--- src/rtl/uart_rx_console.sv ---
// 8N1 UART receiver with first-word-fall-through byte FIFO for console capture.
// Define UART_RX_PARITY_EN to expect an even-parity bit between data and stop.
module uart_rx_console #(
  parameter int BIT_CLKS   = 16,
  parameter int FIFO_DEPTH = 8
) (
  input  logic                          HCLK,
  input  logic                          HRESET,
  input  logic                          rx,
  output logic [7:0]                    rx_data,
  output logic                          rx_valid,
  input  logic                          rx_ready,
  output logic [$clog2(FIFO_DEPTH):0]   fifo_level,
  output logic                          framing_err,
  output logic                          overrun,
  output logic                          parity_err
);

  localparam int CW = $clog2(BIT_CLKS);
  localparam int PW = $clog2(FIFO_DEPTH);
  localparam int LW = PW + 1;
  localparam logic [CW-1:0] HALF_M1 = CW'(BIT_CLKS / 2 - 1);
  localparam logic [CW-1:0] FULL_M1 = CW'(BIT_CLKS - 1);
  localparam logic [LW-1:0] LVL_FULL = LW'(FIFO_DEPTH);

  typedef enum logic [2:0] {
    S_IDLE, S_START, S_DATA, S_PARITY, S_STOP, S_WAIT_IDLE
  } state_e;

  state_e        state_q;
  logic          rx_m_q, rx_s_q;
  logic [CW-1:0] cnt_q;
  logic [2:0]    idx_q;
  logic [7:0]    shift_q;
  logic          framing_err_q, overrun_q, parity_err_q;
  logic          par_bad;

  logic [7:0]    mem_q [FIFO_DEPTH];
  logic [PW-1:0] wr_q, wr_d, rd_q, rd_d;
  logic [LW-1:0] level_q, level_d;
  logic          full, pop, push, stop_ok;

`ifdef UART_RX_PARITY_EN
  logic par_bit_q;
  assign par_bad = par_bit_q ^ (^shift_q);
`else
  assign par_bad = 1'b0;
`endif

  assign full    = (level_q == LVL_FULL);
  assign pop     = rx_valid & rx_ready;
  assign stop_ok = (state_q == S_STOP) && (cnt_q == '0) && rx_s_q && !par_bad;
  // A full FIFO still accepts the byte when the head leaves in the same cycle.
  assign push    = stop_ok && (!full || pop);

  always_ff @(posedge HCLK) begin
    if (HRESET) begin
      rx_m_q        <= 1'b1;
      rx_s_q        <= 1'b1;
      state_q       <= S_IDLE;
      cnt_q         <= '0;
      idx_q         <= '0;
      shift_q       <= '0;
      framing_err_q <= 1'b0;
      overrun_q     <= 1'b0;
      parity_err_q  <= 1'b0;
`ifdef UART_RX_PARITY_EN
      par_bit_q     <= 1'b0;
`endif
    end else begin
      rx_m_q        <= rx;
      rx_s_q        <= rx_m_q;
      framing_err_q <= 1'b0;
      overrun_q     <= 1'b0;
      parity_err_q  <= 1'b0;
      case (state_q)
        S_IDLE: begin
          if (!rx_s_q) begin
            state_q <= S_START;
            cnt_q   <= HALF_M1;
          end
        end
        S_START: begin
          if (cnt_q != '0) begin
            cnt_q <= cnt_q - 1'b1;
          end else if (!rx_s_q) begin
            state_q <= S_DATA;
            cnt_q   <= FULL_M1;
            idx_q   <= '0;
          end else begin
            state_q <= S_IDLE;
          end
        end
        S_DATA: begin
          if (cnt_q != '0) begin
            cnt_q <= cnt_q - 1'b1;
          end else begin
            shift_q <= {rx_s_q, shift_q[7:1]};
            cnt_q   <= FULL_M1;
            idx_q   <= idx_q + 1'b1;
            if (idx_q == 3'd7) begin
`ifdef UART_RX_PARITY_EN
              state_q <= S_PARITY;
`else
              state_q <= S_STOP;
`endif
            end
          end
        end
`ifdef UART_RX_PARITY_EN
        S_PARITY: begin
          if (cnt_q != '0) begin
            cnt_q <= cnt_q - 1'b1;
          end else begin
            par_bit_q <= rx_s_q;
            cnt_q     <= FULL_M1;
            state_q   <= S_STOP;
          end
        end
`endif
        S_STOP: begin
          if (cnt_q != '0) begin
            cnt_q <= cnt_q - 1'b1;
          end else begin
            parity_err_q <= par_bad;
            if (rx_s_q) begin
              overrun_q <= !par_bad && full && !pop;
              state_q   <= S_IDLE;
            end else begin
              framing_err_q <= 1'b1;
              state_q       <= S_WAIT_IDLE;
            end
          end
        end
        // Hold off until the line returns high so a break is not read as 0x00 frames.
        S_WAIT_IDLE: begin
          if (rx_s_q) state_q <= S_IDLE;
        end
        default: state_q <= S_IDLE;
      endcase
    end
  end

  always_comb begin
    wr_d    = wr_q;
    rd_d    = rd_q;
    level_d = level_q;
    if (push) wr_d = wr_q + 1'b1;
    if (pop)  rd_d = rd_q + 1'b1;
    case ({push, pop})
      2'b10:   level_d = level_q + 1'b1;
      2'b01:   level_d = level_q - 1'b1;
      default: level_d = level_q;
    endcase
  end

  always_ff @(posedge HCLK) begin
    if (HRESET) begin
      wr_q    <= '0;
      rd_q    <= '0;
      level_q <= '0;
    end else begin
      wr_q    <= wr_d;
      rd_q    <= rd_d;
      level_q <= level_d;
    end
  end

  always_ff @(posedge HCLK) begin
    if (push) mem_q[wr_q] <= shift_q;
  end

  assign rx_valid    = (level_q != '0);
  assign rx_data     = rx_valid ? mem_q[rd_q] : 8'h00;
  assign fifo_level  = level_q;
  assign framing_err = framing_err_q;
  assign overrun     = overrun_q;
  assign parity_err  = parity_err_q;

endmodule
--- config.mk ---
export PLATFORM = sky130hd
export DESIGN_NAME = uart_rx_console
export DESIGN_NICKNAME = d
export VERILOG_FILES = /design/src/rtl/uart_rx_console.sv
export SDC_FILE = /design/constraint.sdc
export NUM_CORES = 1
export LEC_CHECK = 0
export BUFFER_PORTS_ARGS = -buffer_cell sky130_fd_sc_hd__buf_2
export CORE_UTILIZATION = 51
export CTS_BUF_LIST = sky130_fd_sc_hd__clkbuf_8
export CTS_CLUSTER_SIZE = 20
export DETAILED_ROUTE_END_ITERATION = 6
export PLACE_DENSITY = 0.74
export SYNTH_ARGS = -nofsm -noshare
export SYNTH_HDL_FRONTEND = slang
export SYNTH_SLANG_ARGS = --single-unit
--- constraint.sdc ---
create_clock -name HCLK -period 7.05 [get_ports HCLK]
set_input_delay 0.3525 -clock HCLK [delete_from_list [all_inputs] [get_ports HCLK]]
set_output_delay 0.3525 -clock HCLK [all_outputs]
set_load 0.02 [all_outputs]
==> results.tsv, run 1 <==
stage	metric	value	unit
status	outcome	finished, final reports clean	
flow_run	max_cap_viol_count	0	
worst_setup_path	crit_type	reg -> reg	
global_routing	antenna_found_initial	0	
global_routing	grt_pass1_vias	2303	
die	die_h	92.6	µm
logic_synthesis	synth_edf_count	64	
die	ioPinCount	20	
layout	stdcell_area	0.00450	mm²
die	dieArea	0.00857	mm²
worst_setup_path	r2r-end	mem_q[6][6]$_DFFE_PP_	
layout	nFillCells	639	
worst_setup_path	reg2reg_from	cnt_q[0]$_SDFFE_PP0P_	
die	core_area	0.00785	mm²
global_routing	grt_overflow	0	
clocking	cts_hold_buf	0	
worst_setup_path	r2r_setup_slack	3910	ps
logic_synthesis	syn_nets	317	
routing	drc	0	
routing	dr.pass1.iters	4	
power	p_clk_share	29.2	%
worst_setup_path	path_cells	inv_1 > ha_1 > or4b_4 > a211oi_4 > nand2_1 > nor3b_1	
sta	fmaxAchievable	319	MHz
clocking	cts-resized-gates	0	
logic_synthesis	synth_warnings	0	
routing	vias	2374	
clocking	root_buffer	clkbuf_8	
worst_setup_path	cp.required	7020	ps
power	power	1.07	mW
clocking	cts_inserted_buffers	9	
layout	syn_to_final_growth	7.62	%
logic_synthesis	yosysUniqueCellTypes	49	
layout	final_util	57.4	%
worst_setup_path	critPathBufInv	1	
power	p_sw	0.268	mW
logic_synthesis	yosysSeqAreaShare	62.7	%
global_routing	grt_usage	18.2	%
logic_synthesis	synth_area_per_cell	13.7	µm²
clocking	clockBufferDepth	2	
clocking	path_clk_slew	80	ps
layout	diodes	0	
sta	hold-worst-slack	180	ps
worst_setup_path	cp.depth	6	
clocking	clock_sink_count	99	
global_routing	grt_pass1_wl	11.6	mm
clocking	htreeDepth	3	
worst_setup_path	cp-start-kind	register	
layout	multi_input_area	0.00146	mm²
sta	setup_viol	0	
layout	nets	327	
die	die_x	92.6	µm
clocking	clk_latency	350	ps
worst_setup_path	crit_path_end	mem_q[6][6]$_DFFE_PP_	
layout	drive_above_1_share	19.4	%
die	rows	32	
worst_setup_path	crit_slowest_cell	nor3b_1	
power	pwr-share-seq	59.7	%
sta	skew	7.21	ps
placement	place.gp.congestion	0.776	
power	peakVddDrop	124	µV
logic_synthesis	syn_area	0.00419	mm²
placement	placement.io_buffers	18	
routing	wirelength	7.01	mm
sta	relSlewSlack	19.1	%
logic_synthesis	ys.flop_type	edfxtp_1	
global_routing	grt_max_degree	38	
min_path	hold_path.class	in -> reg	
worst_setup_path	cp_max_fo	10	
layout	regArea	0.00262	mm²
sta	slew_viol_final	0	
logic_synthesis	yosys_register_bits	99	
sta	hold_viol	0	
sta	tightestPinTransition	1210	ps
power	p_int	0.799	mW
die	start_util	53.3	%
routing	wl_per_cell	16.6	µm
sta	post-route-min-period	3140	ps
placement	hpwl	4.87	mm
logic_synthesis	ys_async_sr_fraction	0	%
worst_setup_path	critPathMaxStageDelay	1000	ps
clocking	cts_setup_buffers	0	
sta	rsz0062_at_grt	false	
worst_setup_path	rr_worst_depth	6	
routing	drt_iter0_drc	112	
placement	placed_area	0.00434	mm²
worst_setup_path	cp-end-kind	register	
routing	viasPerCell	5.63	
power	powerDensity	237	mW/mm²
worst_setup_path	startpoint	cnt_q[0]$_SDFFE_PP0P_	
routing	ant_nets	0	
clocking	cts_tree	done	
power	sw_frac_of_total	25.1	%
sta	tns	0	ps
worst_setup_path	cp_top_family	simple AND/OR/NAND/NOR gates	
power	comb_power_share	11.1	%
sta	min_period_over_period	44.5	%
power	p_leak	1.52	nW
logic_synthesis	syn_inst	305	
worst_setup_path	critical_path_arrival	3110	ps
## layer usage
layer / part of all wire, % / up-vias / track usage, %
li1: - / 1151 / -
met4: 1.7 / 0 / 8.59
met5: 0 / - / 0
met3: 2.7 / 9 / 2.71
met1: 47 / 1175 / 24.8
met2: 48 / 39 / 28.9
## synthesized netlist by cell type (4+ instances only)
cell / count / area, µm²
inv_1: 8 / 30.0
dfxtp_1: 35 / 701
edfxtp_1: 64 / 1920
a22oi_1: 4 / 30.0
mux2_1: 4 / 45.0
nor2b_1: 7 / 43.8
nand2_1: 24 / 90.1
nor3b_1: 4 / 30.0
nor3_1: 6 / 30.0
mux2i_1: 11 / 110
a21oi_1: 16 / 80.1
ha_1: 7 / 87.6
clkbuf_1: 10 / 37.5
mux4_2: 16 / 360
nor4b_1: 4 / 35.0
nor2_1: 30 / 113
buf_2: 5 / 25.0
## cell usage in the layout, fill, tap and decap left out, types with 2 or more instances in the layout
master,count
a211o_1,2
a21o_1,2
a21oi_1,16
a22oi_1,4
a31o_2,2
a31oi_1,3
and2_1,2
buf_2,18
clkbuf_8,9
clkinv_2,2
dfxtp_1,35
edfxtp_1,64
ha_1,7
inv_1,9
inv_6,2
mux2_1,4
mux2i_1,11
mux4_2,16
nand2_1,24
nand3_1,2
nor2_1,30
nor2b_1,7
nor3_1,6
nor3b_1,4
nor4_1,2
nor4b_1,2
nor4b_2,2
o21a_1,2
o21ai_0,3
or2_2,2
xnor2_1,3
xor2_1,2
## worst min-delay path by stage
stage | end | start | slack [ps] | cells after the start
after CTS | rx_m_q$_SDFF_PP1_ | rx | 170 | 2
after floorplan | rx_s_q$_SDFF_PP1_ | rx_m_q$_SDFF_PP1_ | 390 | 1
after global placement | rx_s_q$_SDFF_PP1_ | rx_m_q$_SDFF_PP1_ | 390 | 1
after global routing | rx_m_q$_SDFF_PP1_ | rx | 180 | 2
after detailed placement | rx_s_q$_SDFF_PP1_ | rx_m_q$_SDFF_PP1_ | 400 | 1
final | rx_m_q$_SDFF_PP1_ | rx | 180 | 2
## worst reg2reg max path, cell delays in order, from the launching register on
cell and delay (ps):
dfxtp_1 340, inv_1 80, ha_1 300, or4b_4 550
a211oi_4 320, nand2_1 170, nor3b_1 1000
## stage by stage
step | cells | setup WS (ps)
finish | 422 | 3910
global route | 422 | 3660
CTS | 422 | 3900
detailed placement | 406 | 3910
global placement | 406 | 4070
floorplan | 305 | 4330
## logic make-up after synthesis
group	share of synthesized area (%)
buffers and inverters	2.93
xor gates and xnor gates	1.05
other	0.0896
adders and majority gates	2.57
DFF	62.7
AOI/OAI and AO/OA	8.07
and+or+nand+nor	10.3
muxes	12.3
## sequential cells by signal, indices dropped and copies added, names as in the netlist, named ones only
register / cells
mem_q: 64
shift_q: 8
cnt_q: 4
fifo_level: 4
idx_q: 3
rd_q: 3
state_q: 3
wr_q: 3
framing_err: 1
overrun: 1
rx_m_q: 1
rx_s_q: 1
## cell type report
cell class	count	share of cell area [%]
clock buffers	9	2.75
clock inverters	7	0.972
inverters	8	0.667
multi-input cells	178	32.4
flip-flops and latches	99	58.2
well taps	102	2.83
repair buffers	19	2.17
## power by group through the flow
stage | Sequential (mW) | Clock (mW) | Combinational [mW]
floorplan | 0.638 | 0 | 0.105
global route | 0.640 | 0.339 | 0.130
global placement | 0.651 | 0 | 0.117
CTS | 0.638 | 0.320 | 0.121
detailed placement | 0.651 | 0 | 0.120
finish | 0.637 | 0.312 | 0.119
(Power assumes the default switching activity.)
==> run 2, diff against run 1 <==
PLACE_DENSITY = 0.77   (was 0.74)
clock period = 2.64 ns   (was 7.05 ns; I/O delays follow)
==> results.tsv, run 2 (synthesis gave the netlist of run 1 again) <==
stage	metric	value	unit
status	outcome	finished, final reports clean	
power	sw_frac_of_total	23.7	%
layout	reg_top3	mem_q: 64 flops, shift_q: 8 flops	
routing	viasPerCell	5.65	
min_path	hp-start	rx_ready	
power	powerDensity	652	mW/mm²
sta	slew_viol_final	0	
global_routing	grt_pass1_wl	12.4	mm
die	dieArea	0.00857	mm²
placement	dp_cells	427	
worst_setup_path	critical_path_arrival	2760	ps
sta	hold_viol	0	
power	p_sw	0.733	mW
sta	rsz0062_at_grt	false	
power	p_clk_share	33.5	%
worst_setup_path	reg2reg_from	cnt_q[0]$_SDFFE_PP0P_	
power	p_int	2.35	mW
worst_setup_path	cp_max_fo	5	
global_routing	grt_pass1_vias	2477	
flow_run	max_cap_viol_count	0	
routing	drc	0	
global_routing	grt_usage	19.6	%
worst_setup_path	cp-start-kind	register	
sta	fin_ws	139	ps
power	p_leak	1.66	nW
sta	min_period_over_period	94.7	%
clocking	cts_setup_buffers	0	
layout	nFillCells	607	
worst_setup_path	cp.required	2900	ps
sta	tns	0	ps
layout	syn_to_final_growth	13.2	%
clocking	path_clk_slew	90	ps
placement	hpwl	5.03	mm
placement	place.gp.congestion	0.817	
clocking	root_buffer	clkbuf_8	
layout	regMostFlops	mem_q	
sta	tightestPinTransition	772	ps
layout	mostFrequentLayoutCell	edfxtp_1	
sta	post-route-min-period	2500	ps
clocking	cts_tree	done	
clocking	clock_sink_count	99	
worst_setup_path	r2r_setup_slack	140	ps
layout	final_cell_mix	64 x edfxtp_1, 35 x dfxtp_1, 30 x nor2_1, 24 x nand2_1, 22 x buf_4	
worst_setup_path	cp-end-kind	register	
power	comb_power_share	12.3	%
global_routing	grt_max_degree	38	
clocking	cts_inserted_buffers	9	
worst_setup_path	r2r-end	fifo_level[3]$_SDFFE_PP0P_	
routing	wirelength	7.50	mm
placement	placed_area	0.00450	mm²
sta	setup_viol	0	
die	rows	32	
die	ioPinCount	20	
routing	wl_per_cell	16.9	µm
power	pwr-share-seq	54.2	%
layout	diodes	0	
clocking	clk_latency	360	ps
layout	largest_reg_flops	64	
layout	nets	349	
die	die_h	92.6	µm
layout	stdcell_area	0.00474	mm²
placement	placement.io_buffers	18	
clocking	clockBufferDepth	2	
worst_setup_path	crit_type	reg -> reg	
worst_setup_path	rr_worst_depth	9	
die	die_x	92.6	µm
routing	ant_nets	0	
layout	drive_above_1_share	25.1	%
power	peakVddDrop	340	µV
min_path	min_to	overrun$_SDFF_PP0_	
placement	pre_cts_ws	156	ps
routing	vias	2509	
routing	dr.pass1.iters	4	
global_routing	antenna_found_initial	0	
die	start_util	53.3	%
routing	drt_iter0_drc	166	
layout	final_util	60.4	%
layout	fin_cells	444	
sta	relSlewSlack	48.5	%
global_routing	grt_overflow	0	
clocking	htreeDepth	3	
sta	fmaxAchievable	400	MHz
min_path	hold_path.class	in -> reg	
die	core_area	0.00785	mm²
min_path	worstHoldPathCells	4	
sta	skew	8.60	ps
## run 2: cell types whose count changed in the layout (fill, tap and decap cells not counted), sizes merged
cell,change
clkinvlp,+1
buf,+21
dlygate4sd3,+1
inv,+1
bufinv,+2
clkinv,-4
## run 2: worst max-delay path, stage by stage, from the launching register on
cell and delay, ps:
dfxtp_1 370, inv_1 70, ha_1 210, nor4b_2 170
a31oi_1 420, ha_1 360, a21oi_1 180, a21boi_0 100
a22oi_1 170, mux2_1 330
## run 2: layout make-up
class	instances	area [µm²]	area share [%]
Tap cell	102	128	2.69
Inverter	8	30.0	0.634
Clock inverter	7	92.6	1.95
Sequential cell	99	2620	55.4
Timing Repair Buffer	41	265	5.60
Clock buffer	9	124	2.61
Multi-Input combinational cell	178	1480	31.1
## run 2: layer usage
| layer | track usage, % | vias to the layer above | share of wire [%] |
|---|---|---|---|
| met5 | 0 | - | 0 |
| met4 | 8.07 | 0 | 1.3 |
| met3 | 3.94 | 8 | 2.4 |
| met2 | 32.4 | 44 | 50 |
| met1 | 25.3 | 1258 | 46 |
| li1 | - | 1199 | - |
## run 2: repair_timing
item	4_1_cts	5_1_grt
endpoints found under the setup margin	0	1
gates resized for setup	0	1
endpoints found under the hold margin	1	0
hold buffers	1	0
## run 2: power by group through the flow
| stage | clock network, mW | registers (mW) | logic (mW) |
|---|---|---|---|
| floorplan | 0 | 1.70 | 0.279 |
| global placement | 0 | 1.71 | 0.373 |
| detailed placement | 0 | 1.71 | 0.381 |
| CTS | 1.06 | 1.67 | 0.382 |
| global route | 1.11 | 1.68 | 0.414 |
| finish | 1.03 | 1.67 | 0.379 |
## run 2: worst max-delay path by stage
stage / from / to / slack [ps] / depth (start not counted)
detailed placement: cnt_q[0]$_SDFFE_PP0P_ / fifo_level[3]$_SDFFE_PP0P_ / 160 / 9
global placement: cnt_q[0]$_SDFFE_PP0P_ / fifo_level[3]$_SDFFE_PP0P_ / 260 / 9
global route: cnt_q[0]$_SDFFE_PP0P_ / fifo_level[3]$_SDFFE_PP0P_ / 20 / 9
CTS: cnt_q[0]$_SDFFE_PP0P_ / fifo_level[3]$_SDFFE_PP0P_ / 130 / 9
floorplan: cnt_q[0]$_SDFFE_PP0P_ / mem_q[4][0]$_DFFE_PP_ / 20 / 7
finish: cnt_q[0]$_SDFFE_PP0P_ / fifo_level[3]$_SDFFE_PP0P_ / 140 / 9
## run 2: through the flow
step / power [mW] / hold slack [ps]
4_1_cts: 3.11 / 178
2_1_floorplan: 1.98 / 236
5_1_grt: 3.20 / 204
3_5_place_dp: 2.09 / 317
6_report: 3.09 / 203
3_3_place_gp: 2.08 / 318
==> run 3, diff against run 2 <==
GPL_ROUTABILITY_DRIVEN = 0   (was default)
MAX_ROUTING_LAYER = met4   (was default)
REMOVE_ABC_BUFFERS = 1   (was default)
==> results.tsv, run 3 (synthesis gave the netlist of run 1 again) <==
stage	metric	value	unit
routing	drt_iter0_drc	116	
layout	syn_to_final_growth	12.1	%
sta	min_period_over_period	90.0	%
sta	relSlewSlack	49.7	%
placement	hpwl	4.92	mm
clocking	clock_sink_count	99	
power	powerDensity	663	mW/mm²
layout	reg_top3	mem_q: 64 flops, shift_q: 8 flops	
clocking	cts_setup_buffers	0	
worst_setup_path	crit_type	reg -> reg	
global_routing	grt_usage	19.0	%
routing	drc	0	
die	core_area	0.00785	mm²
layout	drive_above_1_share	23.3	%
power	p_leak	1.64	nW
die	die_x	92.6	µm
global_routing	grt_pass1_wl	11.8	mm
worst_setup_path	critical_path_arrival	2620	ps
power	peakVddDrop	296	µV
sta	setup_viol	0	
layout	largest_reg_flops	64	
flow_run	max_cap_viol_count	0	
routing	wl_per_cell	16.6	µm
sta	hold_viol	0	
layout	fin_cells	441	
layout	diodes	0	
worst_setup_path	cp.required	2890	ps
placement	dp_cells	424	
clocking	clockBufferDepth	2	
sta	fmaxAchievable	421	MHz
worst_setup_path	path_cells	inv_1 > ha_1 > nor4b_1 > a31oi_1 > ha_1 > nand3_1 > and2_1 > a22oi_1 > mux2_1	
worst_setup_path	cp-start-kind	register	
global_routing	antenna_found_initial	0	
routing	vias	2476	
die	start_util	53.3	%
routing	wirelength	7.32	mm
power	power	3.11	mW
routing	ant_nets	0	
layout	mostFrequentLayoutCell	edfxtp_1	
clocking	cts_tree	done	
worst_setup_path	critPathMaxStageDelay	370	ps
worst_setup_path	cp-end-kind	register	
status	outcome	finished, final reports clean	
die	rows	32	
clocking	root_buffer	clkbuf_8	
routing	viasPerCell	5.61	
global_routing	grt_max_degree	38	
worst_setup_path	crit_top_cell	ha_1	
layout	regMostFlops	mem_q	
clocking	path_clk_slew	90	ps
sta	slew_viol_final	0	
layout	final_cell_mix	64 x edfxtp_1, 35 x dfxtp_1, 30 x nor2_1, 24 x nand2_1, 19 x buf_4	
die	dieArea	0.00857	mm²
sta	post-route-min-period	2380	ps
die	die_h	92.6	µm
clocking	cts_inserted_buffers	9	
sta	skew	7.60	ps
clocking	htreeDepth	3	
placement	placement.io_buffers	18	
global_routing	grt_overflow	0	
sta	tightestPinTransition	754	ps
layout	nets	346	
worst_setup_path	cp_max_fo	4	
clocking	clk_latency	350	ps
sta	rsz0062_at_grt	false	
global_routing	grt_pass1_vias	2390	
routing	dr.pass1.iters	4	
min_path	hold_path.class	in -> reg	
die	ioPinCount	20	
worst_setup_path	crit_slowest_cell	ha_1	
## run 3: changes by cell type in the layout (fill, tap and decap cells not counted), moves of 2 or more
cell | before | now
buf_4 | 22 | 19
nor4b_1 | 1 | 4
nor4b_2 | 3 | 0
inv_1 | 10 | 8
nor3b_1 | 2 | 4
nor3b_2 | 2 | 0
## run 3: per-layer routing
| layer | share of wire, % | global-route usage [%] | vias up | wire length (µm) |
|---|---|---|---|---|
| li1 | - | - | 1190 | - |
| met1 | 44 | 23.4 | 1229 | 3230 |
| met2 | 50 | 30.7 | 46 | 3690 |
| met3 | 3.4 | 3.86 | 11 | 252 |
| met4 | 2.0 | 7.68 | 0 | 150 |
| met5 | 0 | - | - | 0 |
## run 3: worst max-delay path: cells and delay by family, from the launching register on
family	cells	cell delay, ps
mux	1	330
compound gates	2	390
fa+ha+maj	2	540
simple gates	3	600
flops	1	340
buf+inv	1	80
## run 3: area by class of cell
class	instances	area [µm²]
fill	616	3150
tap	102	128
sequential	99	2620
multi-input combinational	178	1450
clock inverter	7	100
timing repair buffer	38	243
inverter	8	30.0
clock buffer	9	124
## run 3: timing repair
action / in CTS / in global routing
gates resized for setup: 0 / 0
hold buffers: 1 / 0
endpoints found under the setup margin: 0 / 0
hold endpoints to repair: 1 / 0
## run 3: path summary, 6_finish.rpt
path / to / slack (ps) / startpoint / cells after the start
max: fifo_level[3]$_SDFFE_PP0P_ / 260 / cnt_q[0]$_SDFFE_PP0P_ / 9
max reg2reg: fifo_level[3]$_SDFFE_PP0P_ / 260 / cnt_q[0]$_SDFFE_PP0P_ / 9
min reg2reg: rx_s_q$_SDFF_PP1_ / 420 / rx_m_q$_SDFF_PP1_ / 1
min: overrun$_SDFF_PP0_ / 200 / rx_ready / 4
## run 3: per-stage QoR
step | utilization [%] | TNS, ps | cell area (µm²) | setup WS (ps) | hold WS [ps]
global placement | 56.8 | 0 | 4460 | 328 | 316
finish | 59.8 | 0 | 4690 | 265 | 203
CTS | 59.8 | 0 | 4690 | 255 | 185
detailed placement | 56.8 | 0 | 4460 | 286 | 322
global route | 59.8 | 0 | 4690 | 87.6 | 233
floorplan | - | -1520 | 4090 | -78.8 | 201
## run 3: report_power, final
group	switching [mW]	internal, mW
combinational	0.202	0.169
clock	0.521	0.542
sequential	0.0296	1.65
total	0.752	2.36
